File: src/rtl/mips_io_port.sv
// mips_io_port: memory-mapped OUT/IN/STATUS/CTRL window on the MIPS data bus.
// Define MIPS_IO_DEBOUNCE_EN to insert the cand/cnt debounce stage on the input path.
module mips_io_port #(
    parameter logic [31:0] BASE_ADDR       = 32'h1001_0100,
    parameter int          IN_WIDTH        = 8,
    parameter int          DEBOUNCE_CYCLES = 16
) (
    input  logic                clk,
    input  logic                reset,
    input  logic [31:0]         Address,
    input  logic [31:0]         WriteData,
    input  logic                MemWrite,
    input  logic                MemRead,
    output logic [31:0]         ReadData,
    output logic                Hit,
    input  logic [IN_WIDTH-1:0] PortIn,
    output logic [31:0]         PortOut,
    output logic                IRQ
);

    logic [1:0]          idx;
    logic                wr;
    logic                wr_out;
    logic                wr_stat;
    logic                wr_ctrl;
    logic                chg;
    logic                chg_next;
    logic                ie;
    logic                ie_next;
    logic [IN_WIDTH-1:0] sync1;
    logic [IN_WIDTH-1:0] sync2;
    logic [IN_WIDTH-1:0] stable;
    logic [IN_WIDTH-1:0] stable_next;

    assign idx = Address[3:2];
    assign Hit = (Address[31:4] == BASE_ADDR[31:4])
              && (Address[1:0] == 2'b00);

    assign wr      = Hit && MemWrite;
    assign wr_out  = wr && (idx == 2'd0);
    assign wr_stat = wr && (idx == 2'd2);
    assign wr_ctrl = wr && (idx == 2'd3);

    // Load data: selected register on a window hit with MemRead, else zero.
    always_comb begin
        ReadData = 32'h0;
        if (Hit && MemRead) begin
            unique case (idx)
                2'd0: ReadData = PortOut;
                2'd1: ReadData = 32'(stable);
                2'd2: ReadData = {31'h0, chg};
                2'd3: ReadData = {31'h0, ie};
                default: ReadData = 32'h0;
            endcase
        end
    end

    // Two-flop synchronizer for the asynchronous board input.
    always_ff @(posedge clk) begin
        if (!reset) begin
            sync1 <= '0;
            sync2 <= '0;
        end else begin
            sync1 <= PortIn;
            sync2 <= sync1;
        end
    end

`ifdef MIPS_IO_DEBOUNCE_EN
    localparam int CW = (DEBOUNCE_CYCLES > 1) ? $clog2(DEBOUNCE_CYCLES) : 1;
    localparam logic [CW-1:0] CNT_MAX = CW'(DEBOUNCE_CYCLES - 1);

    logic [IN_WIDTH-1:0] cand;
    logic [IN_WIDTH-1:0] cand_next;
    logic [CW-1:0]       cnt;
    logic [CW-1:0]       cnt_next;

    // Any disagreement restarts the count; only a full stable run commits.
    always_comb begin
        stable_next = stable;
        cand_next   = cand;
        cnt_next    = '0;
        if (sync2 != cand) begin
            cand_next = sync2;
        end else if (cand != stable) begin
            if (cnt == CNT_MAX) begin
                stable_next = cand;
            end else begin
                cnt_next = cnt + CW'(1);
            end
        end
    end

    // Debounce candidate and run-length counter.
    always_ff @(posedge clk) begin
        if (!reset) begin
            cand <= '0;
            cnt  <= '0;
        end else begin
            cand <= cand_next;
            cnt  <= cnt_next;
        end
    end
`else
    // Without debounce the synchronized value is taken every edge.
    always_comb begin
        stable_next = sync2;
    end
`endif

    // A new stable value beats a same-edge write-1-to-clear.
    always_comb begin
        chg_next = (stable_next != stable)
                 | (chg & ~(wr_stat & WriteData[0]));
        ie_next  = wr_ctrl ? WriteData[0] : ie;
    end

    // Architectural registers and the registered interrupt.
    always_ff @(posedge clk) begin
        if (!reset) begin
            PortOut <= 32'h0;
            stable  <= '0;
            chg     <= 1'b0;
            ie      <= 1'b0;
            IRQ     <= 1'b0;
        end else begin
            if (wr_out) begin
                PortOut <= WriteData;
            end
            stable <= stable_next;
            chg    <= chg_next;
            ie     <= ie_next;
            IRQ    <= chg_next & ie_next;
        end
    end

endmodule

File: config.mk
export PLATFORM = sky130hd
export DESIGN_NAME = mips_io_port
export DESIGN_NICKNAME = d
export VERILOG_FILES = /design/src/rtl/mips_io_port.sv
export SDC_FILE = /design/constraint.sdc
export NUM_CORES = 1
export LEC_CHECK = 0
export ABC_AREA = 1
export BUFFER_PORTS_ARGS = -buffer_cell sky130_fd_sc_hd__buf_2
export CAP_MARGIN = 20
export CORE_ASPECT_RATIO = 0.9
export CORE_MARGIN = 5
export CORE_UTILIZATION = 46
export DETAILED_ROUTE_END_ITERATION = 8
export PLACE_DENSITY = 0.8
export SLEW_MARGIN = 5
export SYNTH_ARGS = -nofsm -noshare
export SYNTH_HDL_FRONTEND = slang
export SYNTH_SLANG_ARGS = --single-unit
File: constraint.sdc
create_clock -name clk -period 1.6 [get_ports clk]
set_clock_uncertainty 0.15 [all_clocks]
set_input_delay 0.08 -clock clk [delete_from_list [all_inputs] [get_ports clk]]
set_output_delay 0.08 -clock clk [all_outputs]
set_load 0.005 [all_outputs]
; ---- Yosys cells after proc, flatten, opt, wreduce, memory -nomap -nowiden
; Index checks and enable logic that the tools add are counted.
[op_classes]
add_sub_neg = 0
multipliers = 0
div = 0
magnitude_cmp = 0
eq_ne = 5
shifts = 0
n_mux = 3
bitwise = 5
n_reduce_logical = 8
[ops]
columns = cell, n
row1 = 32-bit case mux with 4 select lines, 1
row2 = 32-bit 2-to-1 mux, 1
row3 = 28-bit by 25-bit equality test with 1-bit output (second input constant), 1
row4 = 8-bit != test, 1
row5 = 1-bit logical AND, 6
row6 = 2-bit equality test (second input constant), 2
row7 = 2-bit zero test, 2
row8 = 1-bit AND, 3
row9 = 2-bit by 1-bit equality test with 1-bit output (second input constant), 1
row10 = 1-bit 2-to-1 mux, 1
row11 = 1-bit NOT, 1
row12 = 1-bit bitwise OR, 1
[word_totals]
reg_bits = 59
latchBits = 0
mem_bits_rw = 0
romBits = 0
output_inout_bits = 66
elab_cells = 28
mem_count = 0

; ---- Depth between registers and ports, before layout
[depth]
word_depth = 9
mapped_depth = 11

; ---- Worst setup path after synthesis
; OpenSTA, ideal clock, no wires.
[synth_timing]
kind = input port to flip-flop
start = input Address[6]
end = register PortOut[0]
setup_time_ns = 0.116
arrival_time_ns = 1.105
setup_slack_ns = 0.229
cell_stages = 8
path_buffers = 1
cell_sequence = or2_1 -> nor2_1 -> nand2_1 -> nor2_4 -> nand3_4 -> buf_6 -> o21ai_0 -> nor2_1
[synth_between]
elab_chain_len = 4
[synth_lines]
columns = item, line_no
row1 = from (decl), 10  ; input logic [31:0] Address,
row2 = 28-bit by 25-bit equality test with 1-bit output, 36  ; assign Hit = (Address[31:4] == BASE_ADDR[31:4])
row3 = 1-bit logical AND, 37  ; && (Address[1:0] == 2'b00);
row4 = 1-bit logical AND, 39  ; assign wr = Hit && MemWrite;
row5 = 1-bit logical AND, 40  ; assign wr_out = wr && (idx == 2'd0);
row6 = to (signal assigned), 128  ; PortOut <= WriteData;
row7 = to (decl), 17  ; output logic [31:0] PortOut,
; No other way between the ends.
; A chain may end at the register's enable or synchronous reset.

; ---- Worst setup path after layout
[layout_timing]
start = input Address[27]
end = output ReadData[7]
[layout_between]
elab_chain_len = 4
[layout_lines]
columns = item, line_no
row1 = 28-bit by 25-bit equality test with 1-bit output, 36
row2 = 1-bit logical AND, 37
row3 = 1-bit logical AND, 47  ; if (Hit && MemRead) begin
row4 = 32-bit 2-to-1 mux, 47
row5 = to (decl), 14  ; output logic [31:0] ReadData,
; No other way between the ends.

==> results by group <==
Run status
  • Status: completed

Synth
  • EDFF count, synth: 0
  • XOR/XNOR share of the synthesized area: 0.0184
  • Simple-Gate Fraction of Synth Area: 0.311
  • Syn_nets: 527
  • Share of the synthesized area in the top cell type: 0.414
  • Synth top cells by count: 105 x inv_1, 104 x nand2_1, 93 x nor2_1
  • Yosys top cell by area: dfxtp_1
  • Area of the mapped netlist: 2850 um2
  • Cells after Synth: 451
  • Count leader, synth: inv_1
  • Synth Register Bits: 59
  • Post-synthesis sequential area ratio: 0.414
  • Post-synth cell types: 22
  • Syn avg cell area: 6.33 um2
  • Adder-cell area share of the yosys netlist: 0
  • Async set or reset register ratio after synthesis: 0
  • Synth Flop Type: dfxtp_1
  • Mux share of post-synthesis cell area: 0
  • Synth Area in Compound Gates: 0.0785
  • Synth warnings: 0
  • Largest family of logic cells by synthesized area: simple AND/OR/NAND/NOR gates
  • Largest cells by area after synthesis: dfxtp_1 41%, inv_1 14%, nand2_1 14%

Setup path
  • Critical path class: primary input to primary output
  • Worst path bufs/invs: 3
  • Critical path data required time: 1.37 ns
  • Capture point of the worst reg-to-reg path: IRQ
  • Cell mode on critical path: nor2_2
  • Worst R2R Path Depth: 5
  • Worst reg2reg startpoint: stable[5]
  • Critical path's largest stage delay: 0.28 ns
  • Reg-to-reg setup timing slack: 0.16 ns
  • Slowest CP cell: nor4_4
  • CP Depth: 8
  • CP startpoint kind: primary input
  • CP Max Fanout: 7
  • CP Capture Type: primary output
  • CP arrival: 1.36 ns
  • Crit path from: Address[27]
  • Critical-path cell list: buf_6 -> nor4_4 -> nand3_2 -> nor2_2 -> nand3_4 -> buf_8 -> nor2_2 -> buf_2
  • Worst Setup EP: ReadData[7]
  • Cell family with the largest share of critical-path delay: simple AND/OR/NAND/NOR gates

GRT
  • Pin count of the biggest net entering global routing: 44
  • Initial antenna violation count: 0
  • All-Layer GR Usage: 0.208
  • First-pass GRT wire length: 13300 um
  • Vias in the first global route: 3082
  • Overflow after GRT: 0

Final layout
  • Area of the multi-input gates: 1310 um2
  • Sequential cell area: 1180 um2
  • ANT cells: 0
  • Layout cell share with drive strength beyond 1: 0.315
  • Fillers: 489
  • Fin util: 0.743
  • Area growth, synth to finish: 58.3%
  • Nets: 719

Placed design
  • HPWL after DPL: 5820 um
  • Port bufs: 141
  • Routability cong.: 0.781

Timing
  • Final worst path period share: 0.992
  • Final Setup Violations: 0
  • Final Critical Period: 1.59 ns
  • Worst slew margin: 0.767
  • Max Fclk: 630 MHz
  • RSZ-0062 raised after global routing: true
  • Final Hold Fails: 0
  • Slew Viols, Final: 0
  • Worst-margin pin slew: 0.349 ns
  • Setup total negative slack: 0 ns

Clocking
  • CTS H-tree lvls: 3
  • Cts bufs inserted: 9
  • Clk slew on worst S/H paths: 0.06 ns
  • CTS root buf: clkbuf_8
  • Clk_lat worst skew: 0.33 ns
  • Clock tree buffer depth: 2
  • CTS tree: built
  • Clock sinks: 59

Route
  • Antenna viol nets, final: 0
  • Avg WL per Cell: 12.8 um
  • Total wire length: 9190 um
  • DR vias/cell: 4.63
  • Initial detailed-routing violation count: 102
  • Router iterations before antenna repair: 4
  • Vias: 3332
  • # DRC: 0

Hold path
  • Hold path depth: 6
  • Worst Hold Class: primary input to flop

Floorplan
  • Starting Density: 0.469
  • DIE AREA: 7880 um2
  • IO Count: 142
  • Num rows: 27
  • Die span in x: 93.0 um
  • Die Height: 84.7 um
  • Core footprint: 6080 um2

Power
  • Net Switching: 0.723 mW
  • Total power draw: 3.21 mW
  • Peak supply drop: 0.711 mV
  • Logic pwr share: 0.110
  • Power per cell area: 710 nW/um2
  • Clock power frac: 0.420
  • Internal cell power: 2.48 mW
  • Leakage power: 2.36 nW
  • Flop pwr share: 0.470
  • Sw Share: 0.225

Run
  • Max cap viols: 0
[cells by family after synthesis]
| family | after synthesis |
|---|---|
| DFF | 59 |
| xor gates and xnor gates | 6 |
| AOI/OAI and AO/OA | 44 |
| buffers and inverters | 122 |
| and+or+nand+nor | 220 |
[registers in the layout, indices dropped and copies added, names as in the netlist]
signal,cells
PortOut,32
stable_next,8
stable,8
chg,1
IRQ,1
sync1,8
ie,1
[worst min path at each step]
| stage | startpoint | to |
|---|---|---|
| after global routing | Address[2] | ie |
| after CTS | Address[2] | ie |
| final | Address[3] | chg |
| after floorplan | PortIn[0] | sync1[0] |
| after detailed placement | PortIn[5] | sync1[5] |
| after global placement | PortIn[6] | sync1[6] |
[area by class of cell]
| type | count | share of cell area |
|---|---|---|
| Tap cell | 72 | 0.0200 |
| Clock inverter | 4 | 0.0111 |
| Inverter | 105 | 0.0873 |
| Multi-Input combinational cell | 270 | 0.289 |
| Timing Repair Buffer | 198 | 0.298 |
| Clock buffer | 11 | 0.0335 |
| Sequential cell | 59 | 0.262 |
[routing by layer]
layer | vias up | global-route usage | wire (um)
met2 | 134 | 0.381 | 4710
met1 | 1484 | 0.225 | 3600
met5 | - | 0 | 0
met3 | 16 | 0.0547 | 675
met4 | 0 | 0.0879 | 191
li1 | 1698 | - | -
[cells in the final DEF (no fill, tap or decap), types with 2 or more instances in the layout]
master / instances
a21oi_1: 3
buf_12: 3
buf_2: 136
buf_4: 8
buf_6: 6
buf_8: 2
clkbuf_8: 11
clkinvlp_4: 2
dfxtp_1: 59
dlygate4sd3_1: 42
inv_1: 105
nand2_1: 104
nand3_1: 5
nand3_2: 2
nand3_4: 2
nor2_1: 73
nor2_2: 14
nor2_4: 8
nor4_1: 2
nor4_2: 2
o21ai_0: 22
o21ai_1: 18
or2_2: 2
or2_4: 2
xnor2_1: 2
xor2_1: 4
[power by group through the flow]
stage	logic (mW)	clock network [mW]	registers [mW]
finish	0.354	1.35	1.51
detailed placement	0.243	0	1.54
CTS	0.324	1.38	1.51
global route	0.390	1.47	1.51
global placement	0.234	0	1.54
floorplan	0.109	0	1.54
[stage by stage]
stage | cell area [um2] | setup slack (ns) | instances | hold slack [ns]
detailed placement | 3640 | -0.00823 | 656 | 0.118
global placement | 3640 | 0.0366 | 656 | 0.111
global route | 4520 | -0.0648 | 719 | 0.150
CTS | 4270 | 0.00197 | 713 | 0.0967
floorplan | 2850 | 0.229 | 451 | 0.0276
finish | 4520 | 0.0122 | 719 | 0.124
[worst reg2reg max path, delay by kind of cell (launching register included)]
kind	cells	cell delay, ns
flip-flops	1	0.33
AO/OA/AOI/OAI	2	0.37
AND/OR/NAND/NOR	3	0.48
[repair_timing]
item / CTS / global route
hold buffers: 42 / 0
gates cloned: 0 / 3
setup buffers: 0 / 3
hold endpoints to repair: 42 / 0
pin swaps: 0 / 9
setup endpoints to repair: 4 / 32
resized for setup: 1 / 49
Note: power is estimated with default switching activity, not from simulation.
